[config.mk]
export PLATFORM = sky130hd
export DESIGN_NAME = mem_wb_pipeline
export DESIGN_NICKNAME = d
export VERILOG_FILES = /design/src/rtl/mem_wb_pipeline.sv
export SDC_FILE = /design/constraint.sdc
export NUM_CORES = 1
export LEC_CHECK = 0
export BUFFER_PORTS_ARGS = -buffer_cell sky130_fd_sc_hd__buf_4
export CAP_MARGIN = 20
export CELL_PAD_IN_SITES_DETAIL_PLACEMENT = 1
export CELL_PAD_IN_SITES_GLOBAL_PLACEMENT = 1
export CORE_MARGIN = 5
export CORE_UTILIZATION = 44
export CTS_CLUSTER_SIZE = 40
export DETAILED_ROUTE_END_ITERATION = 10
export PLACE_DENSITY_LB_ADDON = 0.1
export SLEW_MARGIN = 0
export SYNTH_ARGS = -nofsm -noshare
export SYNTH_HDL_FRONTEND = slang
export SYNTH_SLANG_ARGS = --single-unit
[constraint.sdc]
create_clock -name clk -period 4.1 [get_ports clk]
set_clock_uncertainty 0.15 [all_clocks]
set_input_delay 0.205 -clock clk [delete_from_list [all_inputs] [get_ports clk]]
set_output_delay 0.205 -clock clk [all_outputs]
set_load 0.03 [all_outputs]
[src/rtl/mem_wb_pipeline.sv]
// MEM->WB pipeline register with writeback result selection and a 64-bit retired-instruction counter.
// Flush beats stall; counter clear beats a coincident increment.
module mem_wb_pipeline #(
  parameter int DATA_WIDTH = 32
) (
  input  logic                  clk,
  input  logic                  rst_ni,
  input  logic                  en_i,
  input  logic                  flush_i,
  input  logic                  cnt_clr_i,
  input  logic                  ValidM_i,
  input  logic                  RegWriteM_i,
  input  logic [1:0]            ResultSrcM_i,
  input  logic [DATA_WIDTH-1:0] ALUResultM_i,
  input  logic [DATA_WIDTH-1:0] ReadDataM_i,
  input  logic [DATA_WIDTH-1:0] PCPlus4M_i,
  input  logic [4:0]            RdM_i,
  output logic                  ValidW_o,
  output logic                  RegWriteW_o,
  output logic [4:0]            RdW_o,
  output logic [DATA_WIDTH-1:0] ResultW_o,
  output logic [63:0]           RetireCnt_o
);

  logic                  r_valid;
  logic                  r_regWrite;
  logic [1:0]            r_resultSrc;
  logic [DATA_WIDTH-1:0] r_aluResult;
  logic [DATA_WIDTH-1:0] r_readData;
  logic [DATA_WIDTH-1:0] r_pcPlus4;
  logic [4:0]            r_rd;
  logic [63:0]           r_retireCnt;
  logic                  w_capture;
  logic [DATA_WIDTH-1:0] w_result;

  assign w_capture = en_i & ~flush_i;

  always_ff @(posedge clk or negedge rst_ni) begin
    if (!rst_ni) begin
      r_valid     <= 1'b0;
      r_regWrite  <= 1'b0;
      r_resultSrc <= 2'b00;
      r_aluResult <= '0;
      r_readData  <= '0;
      r_pcPlus4   <= '0;
      r_rd        <= 5'd0;
    end else if (flush_i) begin
      r_valid     <= 1'b0;
      r_regWrite  <= 1'b0;
      r_resultSrc <= 2'b00;
      r_aluResult <= '0;
      r_readData  <= '0;
      r_pcPlus4   <= '0;
      r_rd        <= 5'd0;
    end else if (en_i) begin
      r_valid     <= ValidM_i;
      r_regWrite  <= RegWriteM_i;
      r_resultSrc <= ResultSrcM_i;
      r_aluResult <= ALUResultM_i;
      r_readData  <= ReadDataM_i;
      r_pcPlus4   <= PCPlus4M_i;
      r_rd        <= RdM_i;
    end
  end

  // Each instruction is counted once, at the edge that captures it into W.
  always_ff @(posedge clk or negedge rst_ni) begin
    if (!rst_ni) begin
      r_retireCnt <= 64'd0;
    end else if (cnt_clr_i) begin
      r_retireCnt <= 64'd0;
    end else if (w_capture && ValidM_i) begin
      r_retireCnt <= r_retireCnt + 64'd1;
    end
  end

  always_comb begin
    w_result = '0;
    case (r_resultSrc)
      2'b00:   w_result = r_aluResult;
      2'b01:   w_result = r_readData;
      2'b10:   w_result = r_pcPlus4;
      default: w_result = '0;
    endcase
  end

  // Writes to x0 are suppressed here so the register file never sees them.
  assign RegWriteW_o = r_regWrite & r_valid & (r_rd != 5'd0);
  assign ValidW_o    = r_valid;
  assign RdW_o       = r_rd;
  assign ResultW_o   = w_result;
  assign RetireCnt_o = r_retireCnt;

endmodule

==> impl_results.rst <==
.. list-table::
   :header-rows: 1

   * - Metric
     - Value
   * - Result of the run
     - completed
   * - Clock tree sinks
     - between 150 and 200
   * - Setup TNS
     - 0 ns
   * - Critical path peak fanout
     - 16
   * - Final Non-Filler Cells
     - 1427
   * - Tightest Hold Check Type
     - in2async
   * - Flip-flop cell with the highest count after synthesis
     - sky130_fd_sc_hd__dfrtp_1
   * - Pin count of the biggest net entering global routing
     - around 110
   * - TritonRoute pass-1 iters
     - 4
   * - Top-count cell post-synth
     - sky130_fd_sc_hd__dfrtp_1
   * - Arrival time of the worst setup path
     - around 3.1 ns
   * - Fin. Hold Viols
     - 0
   * - Worst vdd ir
     - roughly 0.00028 V
   * - All-Layer GR Usage
     - 0.3049
   * - Ratio of total power to cell area
     - between 300 and 400 nW/µm²
   * - XOR/XNOR Fraction of Synth Area
     - 0.03238
   * - Via Count
     - 8305
   * - List of most frequent post-synthesis cells
     - sky130_fd_sc_hd__dfrtp_1 (169), sky130_fd_sc_hd__nor2_1 (153), sky130_fd_sc_hd__mux2i_1 (136)
   * - Signed area change from the synthesized netlist to the final layout
     - 44.54%
   * - Post-detail-place hpwl
     - between 15000 and 20000 µm
   * - Cell types occupying the most area after synthesis
     - sky130_fd_sc_hd__dfrtp_1 (50%), sky130_fd_sc_hd__mux2i_1 (16%), sky130_fd_sc_hd__nor2_1 (6.8%)
   * - #FFs+latches synth
     - between 150 and 200
   * - Adder and majority gate portion of the synthesized area
     - 0.001492
   * - Number of antenna violations at the first check in global routing
     - 5
   * - Synthesized area
     - between 8000 and 9000 µm²
   * - Ratio of final minimum period to clock period
     - 0.7079
   * - Post-synthesis area per instance
     - roughly 9.8 µm²
   * - GR Util met3
     - 0.05972
   * - Number of resized instances in the post-cts repair step
     - 0
   * - Die span in x
     - about 150 µm
   * - Site Rows
     - 50
   * - Timing-limited maximum frequency
     - between 0.3 and 0.4 GHz
   * - Pleak
     - approximately 0.0056 µW
   * - Detailed-route wire length per cell
     - about 25 µm
   * - Post-synthesis net count
     - approximately 970
   * - Yosys top cell area share
     - 0.5043
   * - Max-slew violation count
     - 0
   * - Number of levels the H-tree was split into
     - 4
   * - Cells after synthesis
     - approximately 860
   * - Core area
     - between 15000 and 20000 µm²
   * - Cell at the root of the clock tree
     - sky130_fd_sc_hd__clkbuf_16
   * - Area of the die
     - roughly 22000 µm²
   * - Layer with the highest usage
     - met2
   * - Proportion of synthesized flip-flops having asynchronous set or reset
     - 1.000
   * - TritonCTS clock tree
     - yes
   * - Unrepaired setup endpoints after global routing
     - no
   * - Number of placed cells counting well taps
     - around 1300
   * - Met1 track demand over resource in global routing
     - 0.3666
   * - Area occupied by multi-input gates
     - between 3000 and 4000 µm²
   * - Ratio of cells with drive above 1 in the final layout
     - 0.2258
   * - Met2 usage in global routing
     - 0.5364
   * - Grt ovf
     - 0
   * - Setup Crit Path Kind
     - in2reg
   * - Multiplexer fraction of the synthesized cell area
     - 0.1637
   * - Buffer depth of the longest clock path
     - 2
   * - Critical Path RT
     - roughly 4.3 ns
   * - Count of endpoints failing setup in the final report
     - 0
   * - Most area-hungry cell type in the Yosys netlist
     - sky130_fd_sc_hd__dfrtp_1
   * - Number of nets in the layout
     - between 1000 and 1500
   * - Total clock buffers created by CTS
     - 17
   * - Top-level port count
     - 213
   * - Max-Slew Margin vs Limit
     - 0.3320
   * - Crit end category
     - flop
   * - Antenna-violating nets left
     - 0
   * - Number of global-route vias before repair
     - 9254
   * - Synth warn
     - 0
   * - Wire length of the first global-routing pass
     - roughly 53000 µm
   * - Count of cell types in the netlist
     - 38
   * - Share of the yosys chip area belonging to registers
     - 0.5043
   * - Violation count after the first detailed-route iteration
     - 420
   * - Number of enable flip-flop cells after synthesis
     - 0
   * - Final routed wirelength across all metal layers
     - 35370 µm
   * - Final routed DRC violation total
     - 0
   * - Kind of start point of the critical path
     - primary input
   * - Area fraction in and, or, nand and nor cells after synthesis
     - 0.2104
   * - Number of maximum-capacitance violations
     - 0
   * - Minimum hold slack
     - 0.02953 ns
   * - Transition time of the tightest slew-check pin
     - 1.002 ns
   * - Fill cell total of the finished layout
     - ~2000
   * - Clock latency at the later pin of the worst-skew pair
     - 0.43 ns
   * - Final Critical Period
     - 2.902 ns
   * - Clock-pin slew of the registers on the worst-case setup and hold paths
     - around 0.07 ns
   * - Global placer's final weighted congestion
     - just under 0.9
   * - Number of buffer cells added on primary ports
     - 212
   * - Vias per inst
     - between 5 and 6
   * - Compound-Gate Fraction of Synth Area
     - 0.06356
   * - Storage cell area
     - 4230 µm²
   * - Vertical die dimension
     - about 150 µm
   * - Starting utilization of the core area
     - 0.4483
   * - Dominant combinational cell family by area after synthesis
     - simple AND/OR/NAND/NOR gates
[timing repair]
action,in CTS,in global routing
buffers inserted,0,0
hold buffers,119,0
hold endpoints to repair,216,0
endpoints found under the setup margin,0,0
[routing by layer]
layer	wire, µm	up-vias
li1	-	3676
met1	13900	4225
met2	18340	307
met3	1681	97
met4	1448	0
met5	0	-
[power by group]
| part | switching, µW | internal, µW |
|---|---|---|
| logic | 332 | 273 |
| registers | 53.7 | 1730 |
| clock network | 754 | 1160 |
[layout by cell type, fill, tap and decap left out, types with 2 or more instances in the layout]
cell,instances
sky130_fd_sc_hd__nor3_1,13
sky130_fd_sc_hd__nor2_1,153
sky130_fd_sc_hd__clkbuf_1,2
sky130_fd_sc_hd__diode_2,6
sky130_fd_sc_hd__nand4_1,44
sky130_fd_sc_hd__nor4_2,2
sky130_fd_sc_hd__dfrtp_1,168
sky130_fd_sc_hd__nor3b_1,2
sky130_fd_sc_hd__and3_1,8
sky130_fd_sc_hd__or2_2,2
sky130_fd_sc_hd__inv_6,4
sky130_fd_sc_hd__a21oi_1,33
sky130_fd_sc_hd__bufinv_16,6
sky130_fd_sc_hd__mux2i_1,136
sky130_fd_sc_hd__o21a_1,4
sky130_fd_sc_hd__nand4b_1,2
sky130_fd_sc_hd__or4_1,9
sky130_fd_sc_hd__clkbuf_16,17
sky130_fd_sc_hd__nor4_1,13
sky130_fd_sc_hd__nand3b_1,2
sky130_fd_sc_hd__nand3_1,23
sky130_fd_sc_hd__buf_4,221
sky130_fd_sc_hd__or3_1,21
sky130_fd_sc_hd__inv_1,9
sky130_fd_sc_hd__o31ai_1,8
sky130_fd_sc_hd__nand2b_1,2
sky130_fd_sc_hd__xnor2_1,10
sky130_fd_sc_hd__o21ai_0,50
sky130_fd_sc_hd__xor2_1,21
sky130_fd_sc_hd__buf_6,2
sky130_fd_sc_hd__dlygate4sd3_1,119
sky130_fd_sc_hd__clkinvlp_4,2
sky130_fd_sc_hd__nand2_1,63
[through the flow]
step                  util  power (µW)  cell area (µm²)  setup slack, ns
floorplan                -        2028             8386            1.413
global placement    0.5461        2244            10210            1.448
detailed placement  0.5461        2253            10210            1.341
CTS                 0.6457        4208            12080            1.300
global route        0.6480        4415            12120            1.068
finish              0.6480        4294            12120            1.198
[logic make-up (layout without fill, tap and decap cells)]
kind of cell	Yosys count	after routing
other	0	6
flip-flops	169	169
AO/OA/AOI/OAI	98	98
adder cells (fa/ha/maj)	1	1
multiplexers	137	137
buffers and inverters	54	385
XOR/XNOR	31	31
AND/OR/NAND/NOR	366	366
[flip-flops by register name, indices dropped and copies added, names as in the netlist]
signal / cells
ValidW_o: 1
r_aluResult: 32
r_resultSrc: 2
r_regWrite: 1
r_readData: 32
r_pcPlus4: 32
RetireCnt_o: 64
RdW_o: 5
[area by class of cell]
cell class | instances | share of cell area
clock inverters | 13 | 0.01972
well taps | 234 | 0.02416
multi-input cells | 633 | 0.3264
flip-flops and latches | 169 | 0.3490
clock buffers | 19 | 0.03572
inverters | 9 | 0.002787
repair buffers | 344 | 0.2409
diodes | 6 | 0.001239
[worst max-delay path, stage by stage]
cell                            delay (ns)
sky130_fd_sc_hd__dlygate4sd3_1        0.53
sky130_fd_sc_hd__buf_4                0.19
sky130_fd_sc_hd__nand3b_1             0.23
sky130_fd_sc_hd__buf_4                0.22
sky130_fd_sc_hd__a21oi_1              0.48
sky130_fd_sc_hd__nand4_1              0.37
sky130_fd_sc_hd__or4b_2               0.70
sky130_fd_sc_hd__a21oi_1              0.16
[worst paths after layout]
| path | startpoint | to | slack, ns | depth (start not counted) |
|---|---|---|---|---|
| hold reg to reg | r_aluResult[10] | r_aluResult[10] | 0.39 | 2 |
| setup reg to reg | RetireCnt_o[3] | RetireCnt_o[53] | 1.32 | 5 |
| min in group clk | ValidM_i | RetireCnt_o[1] | 0.08 | 5 |
| max in group asynchronous | rst_ni | r_resultSrc[1] | 3.01 | 3 |
| setup / recovery | flush_i | RetireCnt_o[53] | 1.20 | 8 |
| hold / removal | rst_ni | r_readData[1] | 0.03 | 2 |
Note: power is estimated with default switching activity, not from simulation.
